--- src/rtl/sprite_row_reader_if.sv ---
// Bundles the request handshake, the sprite ROM bus and the pixel stream of
// the sprite row reader. The reader takes the slave view; the renderer, ROM
// and colour mapper together form the master view.
interface sprite_row_reader_if #(
  parameter int ADDR_WIDTH = 6,
  parameter int DATA_WIDTH = 32,
  parameter int PIX_BITS   = 2
);
  logic                  REQ_VALID;
  logic                  REQ_READY;
  logic [1:0]            REQ_STYLE;
  logic [ADDR_WIDTH-3:0] REQ_ROW;
  logic [ADDR_WIDTH-3:0] REQ_COUNT;
  logic [ADDR_WIDTH-1:0] SPRITE_ADDR;
  logic [DATA_WIDTH-1:0] SPRITE_DATA;
  logic                  PIX_VALID;
  logic                  PIX_READY;
  logic [PIX_BITS-1:0]   PIX_COLOR;
  logic                  PIX_EOL;
  logic                  PIX_LAST;
  logic                  BUSY;

  modport slave (
    input  REQ_VALID, REQ_STYLE, REQ_ROW, REQ_COUNT, SPRITE_DATA, PIX_READY,
    output REQ_READY, SPRITE_ADDR, PIX_VALID, PIX_COLOR, PIX_EOL, PIX_LAST, BUSY
  );

  modport master (
    output REQ_VALID, REQ_STYLE, REQ_ROW, REQ_COUNT, SPRITE_DATA, PIX_READY,
    input  REQ_READY, SPRITE_ADDR, PIX_VALID, PIX_COLOR, PIX_EOL, PIX_LAST, BUSY
  );
endinterface

--- src/rtl/sprite_row_reader.sv ---
// Sprite row reader: fetches sprite rows from the block ROM and streams them
// out as palette indices, one pixel per accepted beat, MSB pair first.
module sprite_row_reader #(
  parameter int ADDR_WIDTH = 6,
  parameter int DATA_WIDTH = 32,
  parameter int PIX_BITS   = 2
) (
  input logic               Clk,
  input logic               Reset,
  sprite_row_reader_if.slave bus
);

  localparam int PIXELS   = DATA_WIDTH / PIX_BITS;
  localparam int IDX_BITS = $clog2(PIXELS);
  localparam int ROW_BITS = ADDR_WIDTH - 2;

  typedef enum logic [1:0] {
    IDLE,
    FETCH,
    SHIFT
  } state_t;

  state_t                state;
  logic [ADDR_WIDTH-1:0] addr;
  logic [DATA_WIDTH-1:0] shift;
  logic [IDX_BITS-1:0]   idx;
  logic [ROW_BITS-1:0]   rows_rem;

  logic at_eol;
  logic at_last;
  logic take_req;

  // Status and stream outputs decoded from registered state; REQ_READY also
  // opens during an accepted final beat so a queued request costs no extra cycle.
  always_comb begin
    at_eol          = (state == SHIFT) && (idx == IDX_BITS'(PIXELS - 1));
    at_last         = at_eol && (rows_rem == '0);
    bus.REQ_READY   = (state == IDLE) || (at_last && bus.PIX_READY);
    take_req        = bus.REQ_VALID && bus.REQ_READY;
    bus.SPRITE_ADDR = addr;
    bus.PIX_VALID   = (state == SHIFT);
    bus.PIX_COLOR   = shift[DATA_WIDTH-1 -: PIX_BITS];
    bus.PIX_EOL     = at_eol;
    bus.PIX_LAST    = at_last;
    bus.BUSY        = (state != IDLE);
  end

  // Request/fetch/shift sequencer; the row field of addr doubles as the
  // current row counter, so wrapping modulo 16 leaves the style bits alone.
  always_ff @(posedge Clk or posedge Reset) begin
    if (Reset) begin
      state    <= IDLE;
      addr     <= '0;
      shift    <= '0;
      idx      <= '0;
      rows_rem <= '0;
    end else begin
      case (state)
        IDLE: begin
          if (take_req) begin
            addr     <= {bus.REQ_STYLE, bus.REQ_ROW};
            rows_rem <= bus.REQ_COUNT;
            state    <= FETCH;
          end
        end
        FETCH: begin
          shift <= bus.SPRITE_DATA;
          idx   <= '0;
          state <= SHIFT;
        end
        SHIFT: begin
          if (bus.PIX_READY) begin
            if (!at_eol) begin
              shift <= shift << PIX_BITS;
              idx   <= idx + 1'b1;
            end else if (!at_last) begin
              addr[ROW_BITS-1:0] <= addr[ROW_BITS-1:0] + 1'b1;
              rows_rem           <= rows_rem - 1'b1;
              state              <= FETCH;
            end else if (take_req) begin
              addr     <= {bus.REQ_STYLE, bus.REQ_ROW};
              rows_rem <= bus.REQ_COUNT;
              state    <= FETCH;
            end else begin
              state <= IDLE;
            end
          end
        end
        default: state <= IDLE;
      endcase
    end
  end

endmodule

--- src/flat_wrapper.sv ---
// flat-port wrapper written by rule: the top's interface ports become plain ports
module sprite_row_reader_flat 
#(
  parameter int ADDR_WIDTH = 6,
  parameter int DATA_WIDTH = 32,
  parameter int PIX_BITS   = 2
)
  (Clk, Reset, bus_REQ_VALID, bus_REQ_STYLE, bus_REQ_ROW, bus_REQ_COUNT, bus_SPRITE_DATA, bus_PIX_READY, bus_REQ_READY, bus_SPRITE_ADDR, bus_PIX_VALID, bus_PIX_COLOR, bus_PIX_EOL, bus_PIX_LAST, bus_BUSY);
  sprite_row_reader_if #(.ADDR_WIDTH(ADDR_WIDTH), .DATA_WIDTH(DATA_WIDTH), .PIX_BITS(PIX_BITS)) bus_i ();
  input logic Clk;
  input logic Reset;
  input wire logic [$bits(bus_i.REQ_VALID)-1:0] bus_REQ_VALID;
  input wire logic [$bits(bus_i.REQ_STYLE)-1:0] bus_REQ_STYLE;
  input wire logic [$bits(bus_i.REQ_ROW)-1:0] bus_REQ_ROW;
  input wire logic [$bits(bus_i.REQ_COUNT)-1:0] bus_REQ_COUNT;
  input wire logic [$bits(bus_i.SPRITE_DATA)-1:0] bus_SPRITE_DATA;
  input wire logic [$bits(bus_i.PIX_READY)-1:0] bus_PIX_READY;
  output wire logic [$bits(bus_i.REQ_READY)-1:0] bus_REQ_READY;
  output wire logic [$bits(bus_i.SPRITE_ADDR)-1:0] bus_SPRITE_ADDR;
  output wire logic [$bits(bus_i.PIX_VALID)-1:0] bus_PIX_VALID;
  output wire logic [$bits(bus_i.PIX_COLOR)-1:0] bus_PIX_COLOR;
  output wire logic [$bits(bus_i.PIX_EOL)-1:0] bus_PIX_EOL;
  output wire logic [$bits(bus_i.PIX_LAST)-1:0] bus_PIX_LAST;
  output wire logic [$bits(bus_i.BUSY)-1:0] bus_BUSY;
  assign bus_i.REQ_VALID = bus_REQ_VALID;
  assign bus_i.REQ_STYLE = bus_REQ_STYLE;
  assign bus_i.REQ_ROW = bus_REQ_ROW;
  assign bus_i.REQ_COUNT = bus_REQ_COUNT;
  assign bus_i.SPRITE_DATA = bus_SPRITE_DATA;
  assign bus_i.PIX_READY = bus_PIX_READY;
  assign bus_REQ_READY = bus_i.REQ_READY;
  assign bus_SPRITE_ADDR = bus_i.SPRITE_ADDR;
  assign bus_PIX_VALID = bus_i.PIX_VALID;
  assign bus_PIX_COLOR = bus_i.PIX_COLOR;
  assign bus_PIX_EOL = bus_i.PIX_EOL;
  assign bus_PIX_LAST = bus_i.PIX_LAST;
  assign bus_BUSY = bus_i.BUSY;
  sprite_row_reader #(.ADDR_WIDTH(ADDR_WIDTH), .DATA_WIDTH(DATA_WIDTH), .PIX_BITS(PIX_BITS)) u_core (.Clk(Clk), .Reset(Reset), .bus(bus_i));
endmodule
--- config.mk ---
export PLATFORM = sky130hd
export DESIGN_NAME = sprite_row_reader_flat
export DESIGN_NICKNAME = d
export VERILOG_FILES = /design/src/rtl/sprite_row_reader_if.sv /design/src/rtl/sprite_row_reader.sv /design/src/flat_wrapper.sv
export SDC_FILE = /design/constraint.sdc
export NUM_CORES = 1
export LEC_CHECK = 0
export BUFFER_PORTS_ARGS = -buffer_cell sky130_fd_sc_hd__buf_2
export CAP_MARGIN = 20
export CORE_ASPECT_RATIO = 2
export CORE_MARGIN = 3
export CORE_UTILIZATION = 59
export DETAILED_ROUTE_END_ITERATION = 16
export MAX_ROUTING_LAYER = met4
export PLACE_DENSITY_LB_ADDON = 0.12
export SETUP_SLACK_MARGIN = 0.3
export SLEW_MARGIN = 20
export SYNTH_ARGS = -nofsm -noshare
export SYNTH_HDL_FRONTEND = slang
export SYNTH_SLANG_ARGS = --single-unit
--- constraint.sdc ---
create_clock -name Clk -period 4.59 [get_ports Clk]
set_input_delay 0.918 -clock Clk [delete_from_list [all_inputs] [get_ports Clk]]
set_output_delay 0.918 -clock Clk [all_outputs]
set_load 0.01 [all_outputs]
==> results.json, run 1 <==
{
  "gp_congestion": 0.7416,
  "seq_area_frac_synth_pct": 43.76,
  "p_int_mw": 1.213,
  "cap_violations": 0,
  "via_per_inst": 5.886,
  "tightest_slew_ns": 1.117,
  "numClockSinks": 48,
  "ios": 59,
  "drc_errors": 0,
  "antenna_cells": 0,
  "cp_slowest_cell": "dfrtp_2",
  "status": "complete, no violations",
  "syn_nets": 294,
  "final_cells": 351,
  "io_buffers": 58,
  "hpwl_um": 4046,
  "power_switching_uw": 799.2,
  "p_clk_share_pct": 13.2,
  "min_path_type": "flip-flop to flip-flop",
  "hold_viol": 0,
  "seqPwrFrac_pct": 44.1,
  "synth_cells": 244,
  "cts_tree": "done",
  "post_cts_buffers": 0,
  "grt_max_degree": 51,
  "rsz0062_at_grt": "no",
  "grt_pass1_vias": 2002,
  "yosysWarnings": 0,
  "synth-edff-count": 0,
  "whs_ns": 0.5012,
  "core_mm2": 0.004424,
  "vias": 2066,
  "arrival_ns": 2.20,
  "p_leak_nw": 1.474,
  "yosys.cell_types.count": 48,
  "swShare_pct": 39.72,
  "dieHeight_um": 102.5,
  "syn_to_final_growth_pct": 14.04,
  "post_drt_wl_per_cell_um": 16.12,
  "totalWireLength_um": 5659,
  "htree_levels": 2,
  "avgSynthCellArea_um2": 11.25,
  "synth_top_cell_by_area": "dfrtp_1",
  "worst_ep_required_time_ns": 3.67,
  "startpoint_type": "flip-flop",
  "finalPower_mw": 2.012,
  "overflow": 0,
  "cp_top_family": "flip-flops",
  "tns_ns": 0,
  "netlist_area_mm2": 0.002745,
  "drtIter0Drc": 36,
  "ctsResizeCount": 0,
  "design_area_mm2": 0.003131,
  "fin_ws_ns": 1.473,
  "crit_fanout": 50,
  "rows": 34,
  "synth_ff_type": "dfrtp_1",
  "initial_core_util_pct": 62.05,
  "relSlewSlack_pct": 25.55,
  "async_reset_ff_share_pct": 100.0,
  "setup_viol": 0,
  "synth-seq-cells": 48,
  "p_comb_share_pct": 42.7,
  "cts_made_buffers": 5,
  "clk_latency_ns": 0.30,
  "placed_area_mm2": 0.003035,
  "drive_above_1_share_pct": 28.96,
  "grt_usage_pct": 22.49,
  "ant_nets": 0,
  "path_buf_inv": 1,
  "finish.utilization_pct": 70.76,
  "cts_root_buffer": "clkbuf_8",
  "fin_crit_sh_pct": 67.92,
  "end_kind": "output port",
  "dp_slack_ns": 1.835,
  "cts_buffer_depth": 2,
  "synth_area_leaders": "dfrtp_1 (44%), mux2i_1 (28%), nor2_1 (2.7%)",
  "antenna_found_initial": 0,
  "dp.cells": 343,
  "die-area_mm2": 0.005557,
  "first_pass_iters": 4,
  "crit_path_cell_trace": "or4b_4 -> o21ai_4 -> buf_2",
  "cpPeakStageDelay_ns": 0.81,
  "p_per_area_mw_per_mm2": 642.7,
  "final.min_clock_period_ns": 3.117,
  "grt_pass1_wl_um": 9011,
  "vdd_drop_max_uv": 600.9,
  "timing.fmax_mhz": 320.8,
  "nets": 346,
  "path_class": "flip-flop to output port",
  "hold_buffers": 0,
  "path_clk_slew_ns": 0.09,
  "drv_slew": 0,
  "yosysTopAreaCellShare_pct": 43.76,
  "clock_skew_ns": 0.005060,
  "die_x_um": 54.23
}
## power by group through the flow
stage,Combinational [mW],Sequential (mW),Clock (mW)
final,0.860,0.887,0.265
after global routing,0.961,0.920,0.283
after CTS,0.871,0.886,0.271
after detailed placement,0.869,0.894,0
after global placement,0.841,0.883,0
after floorplan,0.775,0.769,0
## final timing paths
check | startpoint | to | slack [ns] | depth (start not counted)
max | u_core.state[0] | bus_REQ_READY | 1.47 | 3
min | u_core.shift[30] | u_core.shift[30] | 0.50 | 2
max reg2reg | u_core.state[0] | u_core.bus.SPRITE_ADDR[5] | 2.25 | 4
min reg2reg | u_core.shift[30] | u_core.shift[30] | 0.50 | 2
max in group asynchronous | Reset | u_core.state[0] | 3.32 | 2
min in group asynchronous | Reset | u_core.shift[9] | 0.74 | 2
## final cells by class
cell class,instances,area [µm²]
fillers,374,1294
clock buffers,7,86.33
flip-flops and latches,48,1204
repair buffers,59,297.8
inverters,5,20.02
multi-input cells,177,1448
clock inverters,1,7.507
well taps,54,67.56
## layout by cell type (no fill, tap or decap), types with 3 or more instances in the layout
cell type  instances
a211oi_1           3
a21oi_1            5
buf_2             58
clkbuf_8           6
dfrtp_1           46
ha_1               4
inv_1              4
mux2i_1           76
nand2_1           11
nand2b_1           3
nand3_1            5
nor2_1            20
nor3_1             5
o21ai_0            4
o221a_2            3
o32ai_1            3
## per-layer routing
metal,wire length (µm),vias up,GRT usage (%)
met1,2210,1014,24.83
met3,271,6,3.504
met5,0,-,-
met4,77,0,7.486
li1,-,1000,-
met2,3100,46,39.43
## synth_stat cells, types with 3 or more instances
| master | n |
|---|---|
| mux2i_1 | 76 |
| o221a_2 | 3 |
| nand2_1 | 11 |
| a21oi_1 | 5 |
| ha_1 | 4 |
| inv_1 | 5 |
| buf_4 | 3 |
| o21ai_0 | 4 |
| nor3_1 | 5 |
| a211oi_1 | 3 |
| nand2b_1 | 3 |
| o32ai_1 | 3 |
| nand3_1 | 5 |
| clkbuf_1 | 3 |
| buf_2 | 5 |
| dfrtp_1 | 48 |
| nor2_1 | 20 |
## state kept, by name (all words and copies together) (netlist names)
name,flops
u_core.bus.SPRITE_ADDR,6
u_core.state,2
u_core.idx,4
u_core.rows_rem,4
u_core.shift,32
## worst min-delay path, delay by kind of cell, from the launching register on
kind	cells	cell delay, ns
and+or+nand+nor	2	0.12
DFF	1	0.35
## cell families (layout without fill, tap and decap cells)
kind of cell | after synthesis | in the layout | share of synthesized area (%)
and+or+nand+nor | 61 | 61 | 12.03
AOI/OAI and AO/OA | 34 | 34 | 10.07
muxes | 78 | 78 | 28.81
buffers and inverters | 19 | 72 | 3.509
DFF | 48 | 48 | 43.76
adders and majority gates | 4 | 4 | 1.823
Power figures use the tool's default switching activity.
==> run 2: changes to the inputs <==
--- a/config.mk
+++ b/config.mk
@@ -9,7 +9,7 @@
 export CAP_MARGIN = 20
 export CORE_ASPECT_RATIO = 2
 export CORE_MARGIN = 3
-export CORE_UTILIZATION = 59
+export CORE_UTILIZATION = 49
 export DETAILED_ROUTE_END_ITERATION = 16
 export MAX_ROUTING_LAYER = met4
 export PLACE_DENSITY_LB_ADDON = 0.12
==> constraint.sdc (replaced) <==
create_clock -name Clk -period 2.55 [get_ports Clk]
set_input_delay 0.51 -clock Clk [delete_from_list [all_inputs] [get_ports Clk]]
set_output_delay 0.51 -clock Clk [all_outputs]
set_load 0.01 [all_outputs]
==> run 2 against run 1 <==
Flip-flop and latch count unchanged. Die area rose by 19%. Global-route usage down 2.0 points. Non-clock buffer count grew 12. Combinational power increased by 110%. Clock power rose by 83%. Sequential power rose by 65%. Utilization shrank 11 points. Via count up 1.4%. Register-to-register slack worse by 1.7 ns. Clock skew fell by 0.0011 ns. Sequential share of layout area is 1.3 points lower. Critical path type unchanged. Critical endpoint unchanged. Largest cell class unchanged. Largest power group is now combinational logic.
==> results.json, run 2 (same netlist as run 1, synthesis figures left out) <==
{
  "status": "complete, no violations",
  "rsz0062_at_grt": "yes",
  "path_clk_slew_ns": 0.09,
  "whs_ns": 0.2218,
  "power_switching_mw": 1.468,
  "via_per_inst": 5.675,
  "p_leak_nw": 1.527,
  "top_usage_layer": "met2",
  "grt_pass1_vias": 2130,
  "vdd_drop_max_uv": 735.4,
  "cts_tree": "done",
  "worst_ep_required_time_ns": 2.04,
  "end_kind": "output port",
  "cap_violations": 0,
  "multi_input_area_mm2": 0.001463,
  "totalWireLength_um": 6000,
  "antenna_cells": 0,
  "p_int_mw": 2.261,
  "numClockSinks": 48,
  "io_buffers": 58,
  "hpwl_um": 4268,
  "final_cells": 369,
  "clock_skew_ns": 0.003969,
  "grt_pass1_wl_um": 10190,
  "timing.fmax_mhz": 451.1,
  "fin_ws_ns": 0.3334,
  "clk_latency_ns": 0.31,
  "grt_max_degree": 30,
  "vias": 2094,
  "gp_congestion": 0.7240,
  "nets": 358,
  "largest_register_ffs": 32,
  "p_clk_share_pct": 13.0,
  "final_cell_mix": "mux2i_1 (76), buf_2 (58), dfrtp_1 (46)",
  "drv_slew": 0,
  "tightest_slew_ns": 0.6177,
  "mostFrequentLayoutCell": "mux2i_1",
  "drtIter0Drc": 77,
  "min_path_type": "input port to asynchronous set/reset pin",
  "gr-usage-met2_pct": 33.60,
  "cts_buffer_depth": 2,
  "seqPwrFrac_pct": 39.1,
  "initial_core_util_pct": 50.65,
  "first_pass_iters": 4,
  "dp_slack_ns": 0.5336,
  "p_comb_share_pct": 47.9,
  "drc_errors": 0,
  "setup_viol": 0,
  "p_per_area_mw_per_mm2": 1150,
  "fin_crit_sh_pct": 86.93,
  "ant_nets": 0,
  "core_mm2": 0.005420,
  "top_register": "u_core.shift",
  "grt_usage_pct": 20.50,
  "cts_made_buffers": 5,
  "path_class": "flip-flop to output port",
  "cp_slowest_cell": "or4b_4",
  "gr-usage-met3_pct": 4.292,
  "tns_ns": 0,
  "swShare_pct": 39.37,
  "die_x_um": 58.93,
  "dp.cells": 356,
  "syn_to_final_growth_pct": 18.09,
  "antenna_found_initial": 0,
  "ios": 59,
  "rows": 38,
  "cts_root_buffer": "clkbuf_8",
  "crit_fanout": 4,
  "met1_usage_pct": 23.93,
  "finalPower_mw": 3.729,
  "crit_path_cell_trace": "inv_2 -> ha_4 -> or4b_4 -> o21ai_4 -> buf_2",
  "relSlewSlack_pct": 58.47,
  "die-area_mm2": 0.006591,
  "cpPeakStageDelay_ns": 0.47,
  "post_drt_wl_per_cell_um": 16.26,
  "dieHeight_um": 111.9,
  "seqCellArea_mm2": 0.001204,
  "n_fill_cell": 498,
  "htree_levels": 2,
  "overflow": 0,
  "startpoint_type": "flip-flop",
  "arrival_ns": 1.71,
  "drive_above_1_share_pct": 33.01,
  "hold_viol": 0,
  "final.min_clock_period_ns": 2.217
}
## run 2: final cells by class
type,instances,share of cell area (%)
Sequential cell,48,37.13
Tap cell,60,2.316
Multi-Input combinational cell,177,45.12
Clock inverter,1,0.2316
Clock buffer,7,2.663
Timing Repair Buffer,71,11.96
Inverter,5,0.5789
## run 2: power by group through the flow
stage	Sequential [mW]	Combinational, mW	Clock [mW]
finish	1.46	1.79	0.484
global route	1.52	1.99	0.532
CTS	1.46	1.80	0.506
detailed placement	1.48	1.73	0
global placement	1.46	1.69	0
floorplan	1.38	1.40	0
## run 2: per-layer routing
metal | share of wire (%) | routed length, µm
met1 | 40 | 2392
met2 | 53 | 3188
met3 | 4.8 | 289
met4 | 2.2 | 129
met5 | 0 | 0
## run 2: final timing paths
| kind | cells past startpoint | slack (ns) | end | start |
|---|---|---|---|---|
| max | 5 | 0.33 | bus_REQ_READY | u_core.rows_rem[1] |
| min | 2 | 0.22 | u_core.bus.SPRITE_ADDR[1] | Reset |
| min reg2reg | 2 | 0.50 | u_core.shift[28] | u_core.shift[28] |
| max in group asynchronous | 3 | 1.72 | u_core.state[0] | Reset |
| min in group Clk | 2 | 0.43 | u_core.bus.SPRITE_ADDR[5] | bus_REQ_STYLE[1] |
| max reg2reg | 7 | 0.57 | u_core.bus.SPRITE_ADDR[5] | u_core.rows_rem[1] |
## run 2: what timing repair did
action                                  CTS  global route
endpoints found under the setup margin    1             2
resized for setup                         4             1
pin swaps                                 2             1
hold buffers                              0             0
buffers inserted                          4             1
cloned                                    0             0
## run 2: worst max-delay path: cells and delay by family, from the launching register on
family                     cells  cell delay (ns)
DFF                            1             0.41
and+or+nand+nor                1             0.47
adders and majority gates      1             0.14
AOI/OAI and AO/OA              1             0.14
buffers and inverters          2             0.24
## run 2: metrics by stage
step,instance area [µm²],utilization [%]
CTS,3232,59.63
detailed placement,3095,57.11
floorplan,2745,-
finish,3242,59.81
global placement,3095,57.11
global route,3242,59.81
